===== src/rtl/reg_writeback_queue_pkg.sv =====
// Shared register-file definitions for the writeback queue slice.
package reg_writeback_queue_pkg;

    localparam int unsigned RF_ADDR_WIDTH = 5;
    localparam int unsigned RF_DATA_WIDTH = 32;
    localparam int unsigned RF_NUM_REGS   = 32;

    typedef struct packed {
        logic [RF_ADDR_WIDTH-1:0] addr;
        logic [RF_DATA_WIDTH-1:0] data;
    } wb_entry_t;

endpackage


===== src/rtl/reg_writeback_queue_if.sv =====
// Producer-side valid/ready push channel into the writeback queue.
interface reg_writeback_queue_if #(
    parameter int unsigned ADDR_WIDTH = 5,
    parameter int unsigned DATA_WIDTH = 32
);

    logic                  inValid;
    logic                  inReady;
    logic [ADDR_WIDTH-1:0] inAddress;
    logic [DATA_WIDTH-1:0] inData;

    modport master (output inValid, inAddress, inData, input inReady);
    modport slave  (input inValid, inAddress, inData, output inReady);

endinterface


===== src/rtl/reg_writeback_queue_wb_fwd_match.sv =====
// Youngest-match forwarding select for one read port.
// Entries arrive ordered oldest (index 0) to youngest (index DEPTH-1).
module reg_writeback_queue_wb_fwd_match #(
    parameter int unsigned DEPTH      = 4,
    parameter int unsigned ADDR_WIDTH = 5,
    parameter int unsigned DATA_WIDTH = 32
) (
    input  logic [ADDR_WIDTH-1:0] readAddress_i,
    input  logic [DEPTH-1:0]      entValid_i,
    input  logic [ADDR_WIDTH-1:0] entAddr_i [DEPTH],
    input  logic [DATA_WIDTH-1:0] entData_i [DEPTH],
    output logic                  fwdHit_o,
    output logic [DATA_WIDTH-1:0] fwdData_o
);

    // Scan oldest to youngest so the last (youngest) match overrides older ones.
    always_comb begin
        fwdHit_o  = 1'b0;
        fwdData_o = '0;
        for (int unsigned i = 0; i < DEPTH; i++) begin
            if (entValid_i[i] && (entAddr_i[i] == readAddress_i)) begin
                fwdHit_o  = 1'b1;
                fwdData_o = entData_i[i];
            end
        end
    end

endmodule


===== src/rtl/reg_writeback_queue.sv =====
// In-order writeback FIFO in front of regFile's write port, with
// youngest-match forwarding onto both read ports.
module reg_writeback_queue
    import reg_writeback_queue_pkg::*;
#(
    parameter int unsigned DEPTH      = 4,
    parameter int unsigned ADDR_WIDTH = RF_ADDR_WIDTH,
    parameter int unsigned DATA_WIDTH = RF_DATA_WIDTH
) (
    input  logic                     clk,
    input  logic                     resetN,
    reg_writeback_queue_if.slave     inPort,
    input  logic                     drainEn,
    output logic [ADDR_WIDTH-1:0]    writeAddress,
    output logic [DATA_WIDTH-1:0]    writeData,
    output logic                     writeEnable,
    input  logic [ADDR_WIDTH-1:0]    readAddress0,
    input  logic [ADDR_WIDTH-1:0]    readAddress1,
    output logic                     fwdHit0,
    output logic [DATA_WIDTH-1:0]    fwdData0,
    output logic                     fwdHit1,
    output logic [DATA_WIDTH-1:0]    fwdData1,
    output logic [$clog2(DEPTH):0]   count
);

    localparam int unsigned PW = $clog2(DEPTH);
    localparam int unsigned CW = PW + 1;
    localparam logic [CW-1:0] FULL_COUNT = CW'(DEPTH);

    logic [ADDR_WIDTH-1:0] addr_q  [DEPTH];
    logic [DATA_WIDTH-1:0] data_q  [DEPTH];
    logic [DEPTH-1:0]      valid_q;
    logic [PW-1:0]         head_q, head_d;
    logic [PW-1:0]         tail_q, tail_d;
    logic [CW-1:0]         count_q, count_d;

    logic empty, full, doPush, doPop;

    assign empty  = (count_q == '0);
    assign full   = (count_q == FULL_COUNT);
    assign doPush = inPort.inValid && !full;
    assign doPop  = !empty && drainEn;

    assign inPort.inReady = !full;
    assign writeEnable    = doPop;
    assign writeAddress   = empty ? '0 : addr_q[head_q];
    assign writeData      = empty ? '0 : data_q[head_q];
    assign count          = count_q;

    // Pointer and occupancy next-state; pointers wrap naturally at power-of-two DEPTH.
    always_comb begin
        head_d  = head_q;
        tail_d  = tail_q;
        count_d = count_q;
        if (doPush) tail_d = tail_q + PW'(1);
        if (doPop)  head_d = head_q + PW'(1);
        if (doPush && !doPop)      count_d = count_q + CW'(1);
        else if (!doPush && doPop) count_d = count_q - CW'(1);
    end

    // Entry storage and pointers; reset discards every pending entry.
    always_ff @(posedge clk or negedge resetN) begin
        if (!resetN) begin
            head_q  <= '0;
            tail_q  <= '0;
            count_q <= '0;
            valid_q <= '0;
            for (int unsigned i = 0; i < DEPTH; i++) begin
                addr_q[i] <= '0;
                data_q[i] <= '0;
            end
        end else begin
            // Push and pop never touch the same slot: a full queue refuses the push.
            if (doPush) begin
                addr_q[tail_q]  <= inPort.inAddress;
                data_q[tail_q]  <= inPort.inData;
                valid_q[tail_q] <= 1'b1;
            end
            if (doPop) valid_q[head_q] <= 1'b0;
            head_q  <= head_d;
            tail_q  <= tail_d;
            count_q <= count_d;
        end
    end

    logic [ADDR_WIDTH-1:0] ordAddr [DEPTH];
    logic [DATA_WIDTH-1:0] ordData [DEPTH];
    logic [DEPTH-1:0]      ordValid;

    // Rotate storage so index 0 is the head (oldest) for the match units.
    always_comb begin
        for (int unsigned k = 0; k < DEPTH; k++) begin
            ordAddr[k]  = addr_q[head_q + PW'(k)];
            ordData[k]  = data_q[head_q + PW'(k)];
            ordValid[k] = valid_q[head_q + PW'(k)];
        end
    end

    reg_writeback_queue_wb_fwd_match #(
        .DEPTH(DEPTH), .ADDR_WIDTH(ADDR_WIDTH), .DATA_WIDTH(DATA_WIDTH)
    ) u_fwd0 (
        .readAddress_i(readAddress0), .entValid_i(ordValid),
        .entAddr_i(ordAddr), .entData_i(ordData),
        .fwdHit_o(fwdHit0), .fwdData_o(fwdData0)
    );

    reg_writeback_queue_wb_fwd_match #(
        .DEPTH(DEPTH), .ADDR_WIDTH(ADDR_WIDTH), .DATA_WIDTH(DATA_WIDTH)
    ) u_fwd1 (
        .readAddress_i(readAddress1), .entValid_i(ordValid),
        .entAddr_i(ordAddr), .entData_i(ordData),
        .fwdHit_o(fwdHit1), .fwdData_o(fwdData1)
    );

    a_count_bound: assert property (@(posedge clk) disable iff (!resetN) count_q <= FULL_COUNT)
        else $error("writeback queue occupancy out of range");

endmodule

===== src/flat_wrapper.sv =====
// flat-port wrapper written by rule: the top's interface ports become plain ports
module reg_writeback_queue_flat import reg_writeback_queue_pkg::*;
#(
    parameter int unsigned DEPTH      = 4,
    parameter int unsigned ADDR_WIDTH = RF_ADDR_WIDTH,
    parameter int unsigned DATA_WIDTH = RF_DATA_WIDTH
)
  (clk, resetN, drainEn, writeAddress, writeData, writeEnable, readAddress0, readAddress1, fwdHit0, fwdData0, fwdHit1, fwdData1, count, inPort_inValid, inPort_inAddress, inPort_inData, inPort_inReady);
  reg_writeback_queue_if #(.ADDR_WIDTH(ADDR_WIDTH), .DATA_WIDTH(DATA_WIDTH)) inPort_i ();
  input  logic clk;
  input  logic resetN;
  input  logic drainEn;
  output logic [ADDR_WIDTH-1:0] writeAddress;
  output logic [DATA_WIDTH-1:0] writeData;
  output logic writeEnable;
  input  logic [ADDR_WIDTH-1:0] readAddress0;
  input  logic [ADDR_WIDTH-1:0] readAddress1;
  output logic fwdHit0;
  output logic [DATA_WIDTH-1:0] fwdData0;
  output logic fwdHit1;
  output logic [DATA_WIDTH-1:0] fwdData1;
  output logic [$clog2(DEPTH):0] count;
  input wire logic [$bits(inPort_i.inValid)-1:0] inPort_inValid;
  input wire logic [$bits(inPort_i.inAddress)-1:0] inPort_inAddress;
  input wire logic [$bits(inPort_i.inData)-1:0] inPort_inData;
  output wire logic [$bits(inPort_i.inReady)-1:0] inPort_inReady;
  assign inPort_i.inValid = inPort_inValid;
  assign inPort_i.inAddress = inPort_inAddress;
  assign inPort_i.inData = inPort_inData;
  assign inPort_inReady = inPort_i.inReady;
  reg_writeback_queue #(.DEPTH(DEPTH), .ADDR_WIDTH(ADDR_WIDTH), .DATA_WIDTH(DATA_WIDTH)) u_core (.clk(clk), .resetN(resetN), .inPort(inPort_i), .drainEn(drainEn), .writeAddress(writeAddress), .writeData(writeData), .writeEnable(writeEnable), .readAddress0(readAddress0), .readAddress1(readAddress1), .fwdHit0(fwdHit0), .fwdData0(fwdData0), .fwdHit1(fwdHit1), .fwdData1(fwdData1), .count(count));
endmodule

===== config.mk =====
export PLATFORM = sky130hd
export DESIGN_NAME = reg_writeback_queue_flat
export DESIGN_NICKNAME = d
export VERILOG_FILES = /design/src/rtl/reg_writeback_queue_pkg.sv /design/src/rtl/reg_writeback_queue_if.sv /design/src/rtl/reg_writeback_queue_wb_fwd_match.sv /design/src/rtl/reg_writeback_queue.sv /design/src/flat_wrapper.sv
export SDC_FILE = /design/constraint.sdc
export NUM_CORES = 1
export LEC_CHECK = 0
export CAP_MARGIN = 20
export CORE_MARGIN = 2
export CORE_UTILIZATION = 30
export DETAILED_ROUTE_END_ITERATION = 12
export HOLD_SLACK_MARGIN = 0.05
export MAX_ROUTING_LAYER = met4
export SYNTH_ARGS = -nofsm -noshare
export SYNTH_HDL_FRONTEND = slang
export SYNTH_HIERARCHICAL = 1
export SYNTH_SLANG_ARGS = --single-unit

===== constraint.sdc =====
create_clock -name clk -period 12.95 [get_ports clk]
set_clock_uncertainty 0.1 [all_clocks]
set_input_delay 3.2375 -clock clk [delete_from_list [all_inputs] [get_ports clk]]
set_output_delay 3.2375 -clock clk [all_outputs]
set_load 0.005 [all_outputs]

==> run_results.csv <==
group,metric,value,unit
outcome,status,"finished, final reports clean",
global_route,grt_pass1_vias,9618,
critical_path,required,9.61,ns
final_layout,syn2layout_area_growth,19.86,%
global_route,grt_max_degree,85,
clock_network,numCtsBuffers,17,
final_layout,postLayoutCoreUtil,36.29,%
critical_path,worstPathArrival,6.53,ns
final_layout,final_cell_mix,"clkdlybuf4s50_1 (157), dfrtp_1 (157), mux4_2 (152)",
sta,fin_crit,9.866,ns
yosys,synthAdderAreaFrac,1.078,%
global_route,grt_overflow,0,
final_layout,multi_input_area,7731,um^2
power_and_ir_drop,ir_drop,0.0001888,V
yosys,synthesis.nets,1019,
clock_network,postCtsSetupRepairBufs,0,
clock_network,root_buffer,"clkbuf_16",
placed_design,numPortBuffers,158,
min_path,min_path_type,"flip-flop to flip-flop",
die,dieWidth,206.5,um
critical_path,r2r_slack,10.45,ns
global_route,grt_pass1_wl,58150,um
final_layout,drive_above_1_share,35.43,%
yosys,synth_top_family_by_area,"multiplexers",
final_layout,fill_cells,3874,
critical_path,r2r-end,"u_core/count[1]",
yosys,synth_edf_count,0,
critical_path,worst-setup-path-type,"primary input to output port",
global_route,grt_util_all_layers,18.38,%
clock_network,clk_pin_slew,0.07,ns
sta,whs,0.4524,ns
yosys,synth_xor_area_share,3.203,%
route,vias,9535,
yosys,synth_cell_types,30,
yosys,synth_cells,958,
clock_network,cts_resized,0,
yosys,syn-cell-area,12310,um^2
sta,fmax,0.1014,GHz
route,drtPass1Iterations,5,
clock_network,tritoncts,"built",
sta,setup_slack,3.084,ns
placed_design,gp_congestion,0.8105,
clock_network,cts_sinks,159,
yosys,synth_compound_area_share,10.49,%
yosys,synth_top_area_share,32.33,%
critical_path,worstPathMaxFanout,32,
final_layout,regArea,3986,um^2
sta,setup_viol,0,
clock_network,h-tree-depth,4,
critical_path,rr_worst_depth,7,
yosys,yosysWarnings,6,
yosys,seq_area_frac_synth,32.33,%
sta,worstMarginPinSlew,1.014,ns
sta,relSlewSlack,32.31,%
power_and_ir_drop,power_leakage,0.005234,uW
yosys,syn_avg_cell_area,12.85,um^2
die,ios,159,
critical_path,critPathLaunchType,"primary input",
yosys,netlist_top_cells_area,"dfrtp_1 (32%), mux4_2 (28%), mux2_2 (14%), a221oi_1 (4.3%), o21ai_0 (2.8%)",
route,post_drt_via_cell_ratio,5.956,
route,drc_errors,0,
sta,hold_viol_final,0,
yosys,ys.flop_type,"dfrtp_1",
critical_path,reg2reg_from,"u_core/count[0]",
route,drt-total-wl,37410,um
final_layout,fin_area,14750,um^2
sta,fin_crit_sh,76.18,%
route,wl_per_cell,23.37,um
die,die_area,42660,um^2
route,drt-initial-drc-count,753,
placed_design,dpl_worst_slack,3.245,ns
final_layout,nets,1112,
min_path,holdPathEnd,"u_core/count[2]",
min_path,hold_depth,1,
clock_network,hold_buffers,0,
yosys,yosys.area.top_type,"dfrtp_1",
yosys,synthMuxAreaShare,41.63,%
placed_design,dpl_cell_area,14080,um^2
yosys,yosys.area_share.simple,5.622,%
yosys,synth-seq-cells,159,
die,die_h,206.5,um
die,start_util,30.28,%
sta,rsz0062_at_grt,"no",
die,row_count,74,
route,ant_nets,0,
global_route,antenna_found_initial,5,
power_and_ir_drop,power_density,318.5,nW/um^2
critical_path,cp-end-kind,"output port",
sta,setup_tns,0,ns
clock_network,insertion_delay,0.43,ns
die,core,40650,um^2
flow_run,maxCapViolCount,0,
placed_design,dp_hpwl,23880,um
min_path,min_from,"u_core/count[2]",
clock_network,clockBufferDepth,2,
sta,finalMaxSlewViolations,0,
yosys,ys_async_sr_fraction,100.0,%
==> state kept, by name, indices dropped and copies added, names as in the netlist <==
signal          cells
u_core/count        3
u_core/data_q     128
u_core/valid_q      4
u_core/addr_q      20
u_core/head_q       2
u_core/tail_q       2
==> worst max-delay path by stage <==
stage / from / end / cells after the start
CTS: readAddress0[1] / fwdData0[29] / 7
global placement: readAddress0[2] / fwdData0[31] / 8
finish: readAddress0[1] / fwdData0[3] / 7
detailed placement: readAddress1[4] / fwdData1[31] / 7
floorplan: readAddress0[4] / fwdData0[10] / 6
global route: readAddress0[1] / fwdData0[3] / 7
==> worst max-delay path, stage by stage <==
cell and delay (ns):
clkdlybuf4s50_1 0.52, xor2_1 0.22, nor4_1 0.65, nand3_2 0.91, o21ai_0 0.36, o21ai_1 0.15, clkdlybuf4s50_1 0.47
==> cells by family (layout without fill, tap and decap cells) <==
| group | after synthesis | after routing |
|---|---|---|
| xor+xnor | 45 | 45 |
| other cells | 0 | 5 |
| simple gates | 138 | 138 |
| fa+ha+maj | 10 | 10 |
| compound gates | 198 | 198 |
| flops | 159 | 159 |
| mux | 303 | 303 |
| buf+inv | 105 | 211 |
==> metrics by stage <==
stage | std cells | power, uW
floorplan | 958 | 3194
global placement | 1562 | 4108
detailed placement | 1562 | 4170
CTS | 1594 | 4712
global route | 1601 | 5020
finish | 1601 | 4699
==> cells in the mapped netlist (9+ instances only) <==
cell,number
o21ai_1,60
xnor2_1,19
a221oi_1,60
o21ai_0,68
ha_1,9
buf_6,27
nor2b_1,39
buf_2,31
buf_4,15
dfrtp_1,159
xor2_1,26
mux4_2,152
mux2_2,151
clkbuf_1,23
nand2_1,70
==> power by group <==
| part | switching (uW) | total [uW] | internal (uW) |
|---|---|---|---|
| combinational | 1310 | 3080 | 1770 |
| clock | 216 | 516 | 300 |
| sequential | 344 | 1100 | 758 |
==> final cells by class <==
type,count,share of cell area (%)
diodes,5,0.08482
well taps,532,4.513
inverters,7,0.1781
clock inverters,12,0.9076
repair buffers,172,11.71
clock buffers,20,3.164
multi-input cells,694,52.41
flip-flops and latches,159,27.03
==> per-layer routing <==
metal  track usage, %  share of wire [%]
met1            23.21                 41
met2            29.26                 49
met3            3.783                7.6
met4            6.684                2.5
met5                -                  0
(Power assumes the default switching activity.)
